File: src/rtl/tone_i2s_tx_if.sv
// rtl/tone_i2s_tx_if.sv - note/volume controls and Pmod I2S DAC pins of the tone output stage
interface tone_i2s_tx_if #(
  parameter int DIV_W = 22
);
  logic [DIV_W-1:0] note_div;
  logic [2:0]       volume;
  logic             audio_mclk;
  logic             audio_lrclk;
  logic             audio_sclk;
  logic             audio_sdin;
  logic             frame_tick;

  modport master (
    output note_div, volume,
    input  audio_mclk, audio_lrclk, audio_sclk, audio_sdin, frame_tick
  );

  modport slave (
    input  note_div, volume,
    output audio_mclk, audio_lrclk, audio_sclk, audio_sdin, frame_tick
  );
endinterface

File: src/rtl/tone_i2s_tx.sv
// rtl/tone_i2s_tx.sv - square-wave tone generator serialised as 16-bit stereo I2S
module tone_i2s_tx #(
  parameter int          DIV_W    = 22,
  parameter logic [15:0] AMP_STEP = 16'h0400
) (
  input  logic         clk,
  input  logic         rst,
  tone_i2s_tx_if.slave bus
);
  logic [9:0]       div_cnt_q, div_cnt_d;
  logic [DIV_W-1:0] tone_cnt_q, tone_cnt_d;
  logic [DIV_W-1:0] active_div_q, active_div_d;
  logic [2:0]       active_vol_q, active_vol_d;
  logic             tone_q, tone_d;
  logic [15:0]      sample_q, sample_d;
  logic             sdin_q, sdin_d;

  logic             boundary;
  logic [DIV_W-1:0] half;
  logic [15:0]      amp;
  logic [15:0]      tone_sample;
  logic [4:0]       next_slot;
  logic [3:0]       bit_idx;

  assign boundary    = (div_cnt_q == 10'd1023);
  assign half        = active_div_q >> 1;
  assign amp         = 16'(active_vol_q) * AMP_STEP;
  assign tone_sample = (active_div_q < DIV_W'(2)) ? 16'h0000 : (tone_q ? amp : -amp);

  // Slot n carries sample[(-n) mod 16]: L MSB..LSB in slots 1..16, R MSB..bit1 in 17..31,
  // R LSB in slot 0 of the next frame.
  assign next_slot = div_cnt_q[9:5] + 5'd1;
  assign bit_idx   = 4'(~next_slot + 5'd1);

  always_comb begin
    div_cnt_d    = div_cnt_q + 10'd1;
    active_div_d = active_div_q;
    active_vol_d = active_vol_q;
    sample_d     = sample_q;
    tone_cnt_d   = tone_cnt_q;
    tone_d       = tone_q;
    sdin_d       = sdin_q;

    if (active_div_q < DIV_W'(2)) begin
      tone_cnt_d = '0;
      tone_d     = 1'b0;
    end else if (tone_cnt_q == half - DIV_W'(1)) begin
      tone_cnt_d = '0;
      tone_d     = ~tone_q;
    end else begin
      tone_cnt_d = tone_cnt_q + DIV_W'(1);
    end

    if (boundary) begin
      active_div_d = bus.note_div;
      active_vol_d = bus.volume;
      sample_d     = tone_sample;
      // A new note restarts the phase, overriding any toggle due on this edge.
      if (bus.note_div != active_div_q) begin
        tone_cnt_d = '0;
        tone_d     = 1'b1;
      end
    end

    // At div_cnt 1023 sample_q still holds the previous frame, so slot 0 gets the old R LSB.
    if (div_cnt_q[4:0] == 5'd31) begin
      sdin_d = sample_q[bit_idx];
    end
  end

  always_ff @(posedge clk or negedge rst) begin
    if (!rst) begin
      div_cnt_q    <= '0;
      tone_cnt_q   <= '0;
      tone_q       <= 1'b0;
      active_div_q <= '0;
      active_vol_q <= '0;
      sample_q     <= '0;
      sdin_q       <= 1'b0;
    end else begin
      div_cnt_q    <= div_cnt_d;
      tone_cnt_q   <= tone_cnt_d;
      tone_q       <= tone_d;
      active_div_q <= active_div_d;
      active_vol_q <= active_vol_d;
      sample_q     <= sample_d;
      sdin_q       <= sdin_d;
    end
  end

  assign bus.audio_mclk  = div_cnt_q[1];
  assign bus.audio_sclk  = div_cnt_q[4];
  assign bus.audio_lrclk = div_cnt_q[9];
  assign bus.audio_sdin  = sdin_q;
  assign bus.frame_tick  = boundary;
endmodule

File: src/flat_wrapper.sv
// flat-port wrapper written by rule: the top's interface ports become plain ports
module tone_i2s_tx_flat 
#(
  parameter int          DIV_W    = 22,
  parameter logic [15:0] AMP_STEP = 16'h0400
)
  (clk, rst, bus_note_div, bus_volume, bus_audio_mclk, bus_audio_lrclk, bus_audio_sclk, bus_audio_sdin, bus_frame_tick);
  tone_i2s_tx_if #(.DIV_W(DIV_W)) bus_i ();
  input  logic clk;
  input  logic rst;
  input wire logic [$bits(bus_i.note_div)-1:0] bus_note_div;
  input wire logic [$bits(bus_i.volume)-1:0] bus_volume;
  output wire logic [$bits(bus_i.audio_mclk)-1:0] bus_audio_mclk;
  output wire logic [$bits(bus_i.audio_lrclk)-1:0] bus_audio_lrclk;
  output wire logic [$bits(bus_i.audio_sclk)-1:0] bus_audio_sclk;
  output wire logic [$bits(bus_i.audio_sdin)-1:0] bus_audio_sdin;
  output wire logic [$bits(bus_i.frame_tick)-1:0] bus_frame_tick;
  assign bus_i.note_div = bus_note_div;
  assign bus_i.volume = bus_volume;
  assign bus_audio_mclk = bus_i.audio_mclk;
  assign bus_audio_lrclk = bus_i.audio_lrclk;
  assign bus_audio_sclk = bus_i.audio_sclk;
  assign bus_audio_sdin = bus_i.audio_sdin;
  assign bus_frame_tick = bus_i.frame_tick;
  tone_i2s_tx #(.DIV_W(DIV_W), .AMP_STEP(AMP_STEP)) u_core (.clk(clk), .rst(rst), .bus(bus_i));
endmodule
File: config.mk
export PLATFORM = sky130hd
export DESIGN_NAME = tone_i2s_tx_flat
export DESIGN_NICKNAME = d
export VERILOG_FILES = /design/src/rtl/tone_i2s_tx_if.sv /design/src/rtl/tone_i2s_tx.sv /design/src/flat_wrapper.sv
export SDC_FILE = /design/constraint.sdc
export NUM_CORES = 1
export LEC_CHECK = 0
export ABC_AREA = 1
export CORE_MARGIN = 4
export CORE_UTILIZATION = 49
export DETAILED_ROUTE_END_ITERATION = 6
export GPL_ROUTABILITY_DRIVEN = 0
export PLACE_DENSITY_LB_ADDON = 0.2
export SKIP_CTS_REPAIR_TIMING = 1
export SLEW_MARGIN = 5
export SYNTH_ARGS = -nofsm -noshare
export SYNTH_HDL_FRONTEND = slang
export SYNTH_SLANG_ARGS = --single-unit
File: constraint.sdc
create_clock -name clk -period 3.67 [get_ports clk]
set_input_delay 0.367 -clock clk [delete_from_list [all_inputs] [get_ports clk]]
set_output_delay 0.367 -clock clk [all_outputs]
set_load 0.02 [all_outputs]
## Word-level counts from Yosys, hierarchy flattened

Index checks and enable logic that the tools add are counted.

| storage, ports and cells | value |
|---|---|
| flip-flop bits (word level) | 75 |
| input bits | 27 |
| output and inout port bits | 5 |
| word-level logic and storage cells | 33 |

| operators by class | value |
|---|---|
| $add $sub $neg | 6 |
| order comparisons | 2 |
| equal/unequal tests | 4 |
| mux-type cells | 12 |
| bitwise gates (word level) | 2 |

Operators by type and width:

| operator | count |
|---|---|
| 22-bit two-way mux | 4 |
| 16-bit two-way mux | 2 |
| 22-bit by 1-bit adder with 22-bit output, second input constant | 1 |
| 22-bit == test | 1 |
| 22-bit by 2-bit < comparator with 1-bit output, second input constant | 1 |
| 22-bit != test | 1 |
| 21-bit by 1-bit subtractor with 22-bit output, second input constant | 1 |
| 13-bit negator with 16-bit output | 1 |
| 10-bit by 1-bit adder with 10-bit output, second input constant | 1 |
| 10-bit == test, second input constant | 1 |
| 4-bit by 1-bit adder with 4-bit output, second input constant | 2 |
| 5-bit == test, second input constant | 1 |
| 4-bit by 5-bit < comparator with 1-bit output, second input constant | 1 |
| 1-bit two-way mux | 5 |
| 1-bit binary-select mux with 4-bit select | 1 |
| 4-bit inverter | 1 |
| 1-bit inverter | 1 |

## Longest topological paths before layout

Gate-level depths: netlist of the first run.

| depth | value |
|---|---|
| word-level depth | 6 |
| depth in mapped cells | 16 |
| mapped depth without buffers | 15 |

## Worst setup path after synthesis of the first run

OpenSTA, ideal clock, no wires.

| path | value |
|---|---|
| path type | register -> output |
| from | register u_core.div_cnt_q[1] |
| to | output port bus_frame_tick |
| data arrival time | 1.662 ns |
| data required time | 3.303 ns |
| path slack | 1.641 ns |
| stages on the path, launching flop included | 7 |
| buffers on the path | 1 |
| cells stage by stage | dfrtp_1 > ha_1 > nand3_1 > nor2_1 > nand3_1 > nor2_2 > clkbuf_1 |

| on the way | value |
|---|---|
| cells in the longest elaborated chain, start to end | 1 |

RTL lines:

| what | RTL line | RTL |
|---|---|---|
| start, declared | tone_i2s_tx.sv:10 | `logic [9:0] div_cnt_q, div_cnt_d;` |
| start signal, assigned | tone_i2s_tx.sv:81 | `div_cnt_q <= div_cnt_d;` |
| 10-bit == test | tone_i2s_tx.sv:25 | `assign boundary = (div_cnt_q == 10'd1023);` |
| end, declared | flat_wrapper.sv:17 | `output wire logic [$bits(bus_i.frame_tick)-1:0] bus_frame_tick;` |

Every way passes these cells.

## Worst setup path in the final report of the first run

| path | value |
|---|---|
| from | register u_core.div_cnt_q[0] |
| to | output port bus_frame_tick |

Same word-level chain as after synthesis.

==> metrics.cfg, run 1 <==
[outcome]
outcome=finished clean

[route]
wire_per_inst_um=13.3
drtIter0Drc=196
drt-total-wl_mm=10.4
viasPerCell=5.15
firstDrtPassIters=5
vias=4026
drc=0
ant_nets=0

[synthesis]
synth.area.top_cells=dfrtp_1 36%, nand2_1 15%, nor2_1 6.6%, inv_1 6.5%, xor2_1 6.3%
ys_warn_count=0
synth-compound-area-share=0.0707
synth-edff-count=0
synth_fp_nets=672
ys_types=36
synth_xor_area_frac=0.0934
yosys.cell_count.top_type=nand2_1
synth-main-ff-cell=dfrtp_1
ys_seq_area_frac=0.359
synth_cells=638
synth_top_area_frac=0.359
synth_mux_area_frac=0
yosys_register_bits=64
synth_top_family_by_area=simple AND/OR/NAND/NOR gates
async_flop_share=1.00
syn_avg_cell_area_um2=6.99
yosys.area_share.simple=0.373
synth_largest_area_cell=dfrtp_1
synth_common_cells=179 x nand2_1, 79 x nor2_1, 77 x inv_1
syn_area_mm2=0.00446
synthAdderAreaFrac=0.0196

[die]
core_area_mm2=0.00881
ios=32
die_area_mm2=0.0107
die_w_um=103
std_cell_rows=34
die_y_um=103
start_util=0.506

[sta]
hold_viol=0
maxSlewHeadroom=0.470
finalSetupViolCount=0
setup_ws_ns=1.22
drv_slew=0
tightest_slew_ns=0.795
setup-tns-final_ns=0
skew_ns=0.00938
fmax_ghz=0.409
rsz0062_at_grt=no
fin_crit_ns=2.45
period_share=0.667

[placed_design]
preCtsSetupSlack_ns=1.37
postPlaceCellArea_mm2=0.00485
port_buffers=31
place_inst=767
place_hpwl_mm=8.13

[final_layout]
layout.nets=704
fin_cells=782
syn_to_final_growth_pct=12.9
antenna_cells=0
fin_area_mm2=0.00503
drive_gt1_frac=0.0846

[clock_network]
htreeDepth=3
clockBufferDepth=2
cts_tree=built
clk_pin_slew_ns=0.07
clock_latency_ns=0.35
cts_made_buffers=9
cts_sinks=64
root_buffer=clkbuf_8

[setup_path]
worst-path-max-fanout=3
cp-startpoint=u_core.div_cnt_q[0]
rr_startpoint=u_core.active_div_q[1]
reg2reg_to=u_core.tone_cnt_q[4]
critPathCapture=bus_frame_tick
cpMostUsedCell=nand3_1
path_cells=ha_1 -> nand3_1 -> nor2_1 -> nand3_1 -> nor2_4 -> clkdlybuf4s50_1
cp_slowest_stage_delay_ns=0.60
reg2reg_depth=13
cp-end-kind=primary output
cp-start-kind=flop
arrival_ns=2.08
rrSetupSlack_ns=1.37
cpMaxStageDelayCell=clkdlybuf4s50_1
cp.required_ns=3.30
worst-setup-path-type=flop to primary output

[flow_run]
maxCapViolCount=0

[grt]
grt_overflow=0
grt_usage=0.214
grt_pass1_vias=3909
antenna_found_initial=0
grt_pass1_wl_mm=17.9
grt_max_degree=52

[power]
p_leak_uw=0.00226
powerDensity_mw_per_mm2=270
peakVddDrop_uv=175

[worst_hold_path]
hold_path.class=input port to async pin

==> cell families (layout without fill, tap and decap cells) <==
group           Yosys count  after routing
simple gates            371            371
buf+inv                  93            129
flops                    64             64
compound gates           57             57
xor+xnor                 46             46
fa+ha+maj                 7              7
==> layout by cell type (no fill, tap or decap), types with 2 or more instances in the layout <==
| cell | instances |
|---|---|
| inv_1 | 77 |
| clkbuf_8 | 9 |
| xor2_1 | 32 |
| dfrtp_1 | 64 |
| nand3_1 | 45 |
| nand2_2 | 4 |
| nor2_4 | 6 |
| clkinvlp_4 | 2 |
| nand2_1 | 179 |
| buf_4 | 2 |
| nor2_1 | 79 |
| a21oi_1 | 13 |
| or2_2 | 2 |
| xnor2_1 | 13 |
| clkdlybuf4s50_1 | 30 |
| inv_2 | 4 |
| o21ai_0 | 35 |
| and2_1 | 2 |
| nor4_1 | 2 |
| nand3_2 | 4 |
| o31ai_1 | 2 |
| nor3_1 | 10 |
| nor2_2 | 17 |
| ha_1 | 7 |
| nand2_4 | 2 |
| nand3b_1 | 4 |
| nand4_1 | 14 |
| o22ai_1 | 2 |
==> worst min path at each step <==
stage                         from                     end  slack, ns
5_1_grt                        rst     u_core.div_cnt_q[3]       0.16
3_3_place_gp   u_core.div_cnt_q[0]     u_core.div_cnt_q[0]       0.44
2_1_floorplan                  rst  u_core.active_div_q[0]       0.07
3_5_place_dp   u_core.div_cnt_q[0]     u_core.div_cnt_q[0]       0.45
6_report                       rst     u_core.div_cnt_q[4]       0.10
4_1_cts                        rst  u_core.active_div_q[6]       0.14
==> area by class of cell <==
| class | count | area (um^2) |
|---|---|---|
| clock buffer | 10 | 128 |
| multi-input combinational | 481 | 2490 |
| clock inverter | 5 | 58.8 |
| fill | 846 | 3770 |
| sequential | 64 | 1600 |
| inverter | 81 | 304 |
| timing repair buffer | 33 | 320 |
| tap | 108 | 135 |
==> sequential cells by signal (all words and copies together), names as in the netlist <==
signal and cells:
u_core.tone_cnt_q 22, u_core.active_div_q 22, u_core.bus.audio_sdin 1, u_core.div_cnt_q 10, u_core.active_vol_q 3, u_core.tone_q 1
u_core.sample_q 5
==> power breakdown <==
group | internal [uW] | switching (uW) | leakage, uW
registers | 705 | 0 | 0.000730
clock network | 310 | 285 | 0.0000883
logic | 31.3 | 30.2 | 0.00145
==> per-stage QoR <==
| step | total power [uW] | hold slack, ns | utilization |
|---|---|---|---|
| after floorplan | 731 | 0.0714 | - |
| after global placement | 781 | 0.439 | 0.550 |
| after detailed placement | 782 | 0.447 | 0.550 |
| after CTS | 1370 | 0.136 | 0.572 |
| after global routing | 1420 | 0.157 | 0.572 |
| final | 1360 | 0.104 | 0.572 |
==> metal layers <==
metal  wire (um)  GRT usage  up-vias
met5           0          0        -
li1            -          -     2079
met2        4800      0.356       93
met1        4940      0.284     1839
met4         131     0.0528        0
met3         494     0.0463       15
==> worst max-delay path, delay by kind of cell, from the launching register on <==
family,cells,cell delay [ns]
adder cells (fa/ha/maj),1,0.19
buffers and inverters,1,0.60
flip-flops,1,0.37
AND/OR/NAND/NOR,4,0.58
Note: power is estimated with default switching activity, not from simulation.
==> run 2: changes to the inputs <==
- clock period: 3.67 -> 2.25 ns (I/O delays scaled with it)
==> metrics.cfg, run 2 (synthesis results as in run 1) <==
[clock_network]
clock_latency_ns=0.36
root_buffer=clkbuf_8
clockBufferDepth=2
cts_sinks=64
htreeDepth=3
clk_pin_slew_ns=0.08
cts_tree=built
cts_made_buffers=9

[setup_path]
worst-path-max-fanout=26
worst-setup-path-type=flop to flop
cp-startpoint=u_core.div_cnt_q[1]
arrival_ns=2.31
rr_startpoint=u_core.div_cnt_q[1]
cp-start-kind=flop
cp-end-kind=flop
cp.required_ns=2.49

[route]
firstDrtPassIters=4
wl_met1_mm=5.09
wire_per_inst_um=14.0
vias=4107
viasPerCell=5.14
ant_nets=0
drtIter0Drc=207
routed.top_layer=met4
drc=0
met2_length_mm=5.37
drt-total-wl_mm=11.2
dr_wl_met3_um=552

[sta]
finalSetupViolCount=0
period_share=0.923
fmax_ghz=0.482
whs_ns=0.375
drv_slew=0
maxSlewHeadroom=0.620
skew_ns=0.0124
fin_crit_ns=2.08
tightest_slew_ns=0.569
hold_viol=0

[grt]
grt_usage=0.215
grt_pass1_vias=3841
grt_max_degree=52
grt_pass1_wl_mm=17.9
grt_overflow=0
antenna_found_initial=0

[power]
internal_power_uw=1940
peakVddDrop_uv=290
powerDensity_mw_per_mm2=468
p_clk_frac=0.493
pwr-share-comb=0.042
p_sw_uw=533
pwr-share-seq=0.465
fin_total_pwr_uw=2470
swShare=0.216
p_leak_uw=0.00238

[placed_design]
port_buffers=31
place_inst=774
place_hpwl_mm=8.41
postPlaceCellArea_mm2=0.00491

[worst_hold_path]
hold_path.class=input port to async pin

[final_layout]
fin_cells=799
layout_common_cells=179 x nand2_1, 76 x nor2_1, 76 x inv_1, 63 x dfrtp_1, 45 x nand3_1
fin_area_mm2=0.00528
reg_top3=u_core.active_div_q: 22 flops, u_core.tone_cnt_q: 22 flops, u_core.div_cnt_q: 10 flops
layout.nets=720
antenna_cells=0
syn_to_final_growth_pct=18.5
fin_util=0.600
final_common_cell=nand2_1
drive_gt1_frac=0.116

[die]
die_w_um=103
die_area_mm2=0.0107
start_util=0.506
core_area_mm2=0.00881
die_y_um=103
ios=32
std_cell_rows=34

[outcome]
outcome=finished clean

[flow_run]
maxCapViolCount=0

run 2: changes by cell type in the layout (fill, tap and decap cells not counted), moves of 2 or more:
| cell | before | now |
|---|---|---|
| nor2_1 | 79 | 76 |
| buf_4 | 2 | 12 |
| nor2_2 | 17 | 22 |
| bufinv_16 | 1 | 3 |
run 2: layout make-up:
cell class | instances | area, um^2
clock inverter | 7 | 120
sequential | 64 | 1600
multi-input combinational | 483 | 2530
clock buffer | 9 | 124
timing repair buffer | 47 | 458
tap | 108 | 135
inverter | 81 | 308
fill | 807 | 3520
run 2: per-stage QoR:
stage	setup TNS (ns)	setup slack (ns)
2_1_floorplan	0	0.288
3_3_place_gp	0	0.116
3_5_place_dp	0	0.0442
4_1_cts	-0.133	-0.133
5_1_grt	-0.0152	-0.0152
6_report	0	0.174
run 2: routing by layer:
| layer | vias to the layer above | GRT usage |
|---|---|---|
| li1 | 2110 | - |
| met1 | 1893 | 0.282 |
| met2 | 85 | 0.350 |
| met3 | 19 | 0.0496 |
| met4 | 0 | 0.0687 |
| met5 | - | 0 |
run 2: worst paths after layout:
kind / endpoint / slack [ns] / depth (start not counted)
hold / removal: u_core.bus.audio_sdin / 0.38 / 2
setup / recovery: u_core.sample_q[10] / 0.17 / 10
min in group clk: u_core.active_vol_q[2] / 0.44 / 3
setup reg to reg: u_core.sample_q[10] / 0.17 / 10
max in group asynchronous: u_core.tone_cnt_q[3] / 1.16 / 3
hold reg to reg: u_core.div_cnt_q[0] / 0.45 / 1
run 2: power by group through the flow:
stage / Sequential, uW / Combinational [uW] / Clock [uW]
2_1_floorplan: 1170 / 19.5 / 0
3_3_place_gp: 1170 / 102 / 0
3_5_place_dp: 1170 / 104 / 0
4_1_cts: 1150 / 105 / 1240
5_1_grt: 1150 / 117 / 1300
6_report: 1150 / 103 / 1220
run 2: worst max-delay path: stages, from the launching register on:
cell,delay (ns)
dfrtp_1,0.37
ha_1,0.19
nand3_1,0.10
nor2_1,0.17
nand3_1,0.18
nor2_4,0.22
buf_12,0.21
clkinvlp_4,0.18
buf_2,0.20
nand2_1,0.07
o31ai_1,0.07
==> run 3: changes to the inputs <==
- CTS_BUF_LIST: default -> sky130_fd_sc_hd__clkbuf_4 sky130_fd_sc_hd__clkbuf_8
- HOLD_SLACK_MARGIN: default -> 0.02
==> results of run 3 <==
Same layout as run 2: the final DEF is identical, and so are final timing and power.
==> RTL edit (flow settings as in run 2) <==
`DIV_W` is set to 22 in 3 places; all go to 24.
--- a/src/rtl/tone_i2s_tx_if.sv
+++ b/src/rtl/tone_i2s_tx_if.sv
@@ -2,3 +2,3 @@
 interface tone_i2s_tx_if #(
-  parameter int DIV_W = 22
+  parameter int DIV_W = 24
 );
--- a/src/rtl/tone_i2s_tx.sv
+++ b/src/rtl/tone_i2s_tx.sv
@@ -2,3 +2,3 @@
 module tone_i2s_tx #(
-  parameter int          DIV_W    = 22,
+  parameter int          DIV_W    = 24,
   parameter logic [15:0] AMP_STEP = 16'h0400
--- a/src/flat_wrapper.sv
+++ b/src/flat_wrapper.sv
@@ -3,3 +3,3 @@
 #(
-  parameter int          DIV_W    = 22,
+  parameter int          DIV_W    = 24,
   parameter logic [15:0] AMP_STEP = 16'h0400
Ports: changed (resized bus_note_div); port bits go from 32 to 34. No check against the original RTL was run, so the function may have changed too.
==> RTL edit against run 2 <==
  * Maximum frequency decreased by 5.9%
  * Sequential cell count is 4 higher
  * First-iteration DRC count up 33%
  * Count of clock-buffer cells in the layout up 3
  * Total power is 0.43% higher
  * Non-clock buffer count is 14 higher
  * Synthesized area increased by 7.1%
  * Critical path depth grew 3
  * Synthesized cell count grew 2.5%
  * Utilization up 2.2 points
  * Routed wire length grew 6.3%
  * Cell area grew 10%
  * Cell count increased by 6.1%
  * Worst setup slack worse by 0.13 ns
  * Critical endpoint is now u_core.tone_cnt_q[10]
  * Highest routed layer unchanged
==> RTL edit: results (changes against run 2) <==
status=finished clean; # clk buffers=12 (+3); buffering overhead=0.1022 (+0.01552); DRT Pass-1 Iters=5 (+1); Synth cell types=41 (+14%); HPWL after DPL=9.149 mm (+8.8%); post-route cell area=5827 um^2 (+10%); Crit path largest cell delay=0.41 ns (+0.04 ns); FILL cells=864 (+7.1%); comb_multi_in=500 (+3.5%); Port Buffers=33 (+6.5%); syn nets=690 (+2.7%); r2r setup slk=0.04 ns (-0.13 ns); DR vias=4384 (+6.7%); Worst IR Drop VDD=0.2253 mV (-22%); Avg WL per Cell=14.05 um (+0.17%); Non-Clock Buffer Count=61 (+30%); Layout Nets=750 (+4.2%); clock-cell share of area=0.03736 (-0.008824); share of post-route cells with drive strength above 1=0.1808 (+0.06503); Least-Margin Pin Slew=0.5571 ns (-0.01239 ns); number of DRC markers in iteration 0=276 (+33%); vias in the first global route=4223 (+9.9%); Total GRT Usage=0.2169 (+0.002424); list of most frequent post-synthesis cells=188 x nand2_1, 71 x nor2_1, 69 x inv_1; registers with the most flip-flops=u_core.active_div_q (24), u_core.tone_cnt_q (24), u_core.div_cnt_q (10); placed cell count=818 (+5.7%); sequential share of the synthesized area=0.3562 (-0.002940); inverters=74 (-8.6%); Seq area share=0.2944 (-0.009015); critical path peak fanout=7 (-73%); Multi-input gate area=2859 um^2 (+13%); crit path DAT=2.45 ns (+0.14 ns); Yosys reg bits=68 (+6.3%); Max Clock Skew=0.01551 ns (+0.003101 ns); Core Rows=35 (+2.9%)
## RTL edit: changes by cell type in the layout (fill, tap and decap cells not counted), moves of 4 or more
cell,run 2,this run
a21oi_1,13,8
buf_4,12,23
dfrtp_1,63,57
dfrtp_2,1,11
inv_1,76,67
nand2_2,4,8
nand4_1,14,18
nor2_1,76,53
nor2_4,6,20
nor3_1,10,6
o21ai_0,34,25
xnor2_1,13,31
## RTL edit: kinds of logic (layout without fill, tap and decap cells)
| kind of cell | after synthesis | after routing | synth area share |
|---|---|---|---|
| AND/OR/NAND/NOR | 380 | 381 | 0.3730 |
| buffers and inverters | 87 | 151 | 0.07281 |
| flip-flops | 68 | 68 | 0.3562 |
| XOR/XNOR | 65 | 65 | 0.1207 |
| AO/OA/AOI/OAI | 47 | 47 | 0.05893 |
| adder cells (fa/ha/maj) | 7 | 7 | 0.01833 |
## RTL edit: layer usage
metal / track usage / share of wire / up-vias
li1: - / - / 2194
met1: 0.2812 / 0.44 / 2036
met2: 0.3624 / 0.48 / 127
met3: 0.04816 / 0.059 / 27
met4: 0.06575 / 0.020 / 0
met5: 0 / 0 / -
## RTL edit: path summary, 6_finish.rpt
kind,endpoint,from,cells past startpoint
setup / recovery,u_core.tone_cnt_q[10],u_core.active_div_q[1],13
hold / removal,u_core.div_cnt_q[8],rst,2
setup reg to reg,u_core.tone_cnt_q[10],u_core.active_div_q[1],13
hold reg to reg,u_core.div_cnt_q[0],u_core.div_cnt_q[0],1
max in group asynchronous,u_core.tone_cnt_q[8],rst,3
min in group clk,u_core.active_vol_q[0],bus_volume[0],3
## RTL edit: critical path: cells and delay by family, from the launching register on
| kind | cells | cell delay [ns] |
|---|---|---|
| buf+inv | 3 | 0.41 |
| simple gates | 9 | 1.08 |
| xor+xnor | 1 | 0.17 |
| flops | 1 | 0.41 |
## RTL edit: through the flow
| stage | hold slack (ns) | setup slack [ns] |
|---|---|---|
| 3_5_place_dp | 0.2443 | 0.007151 |
| 4_1_cts | -0.1335 | -0.1836 |
| 3_3_place_gp | 0.2352 | 0.06682 |
| 2_1_floorplan | -0.07059 | 0.1243 |
| 6_report | 0.3853 | 0.04357 |
| 5_1_grt | 0.4270 | -0.07663 |
## RTL edit: power by group through the flow
stage | Clock (uW) | Combinational (uW) | Sequential [uW]
2_1_floorplan | 0 | 21.4 | 1250
3_3_place_gp | 0 | 114 | 1250
3_5_place_dp | 0 | 115 | 1250
4_1_cts | 1160 | 116 | 1220
5_1_grt | 1220 | 127 | 1220
6_report | 1150 | 115 | 1220
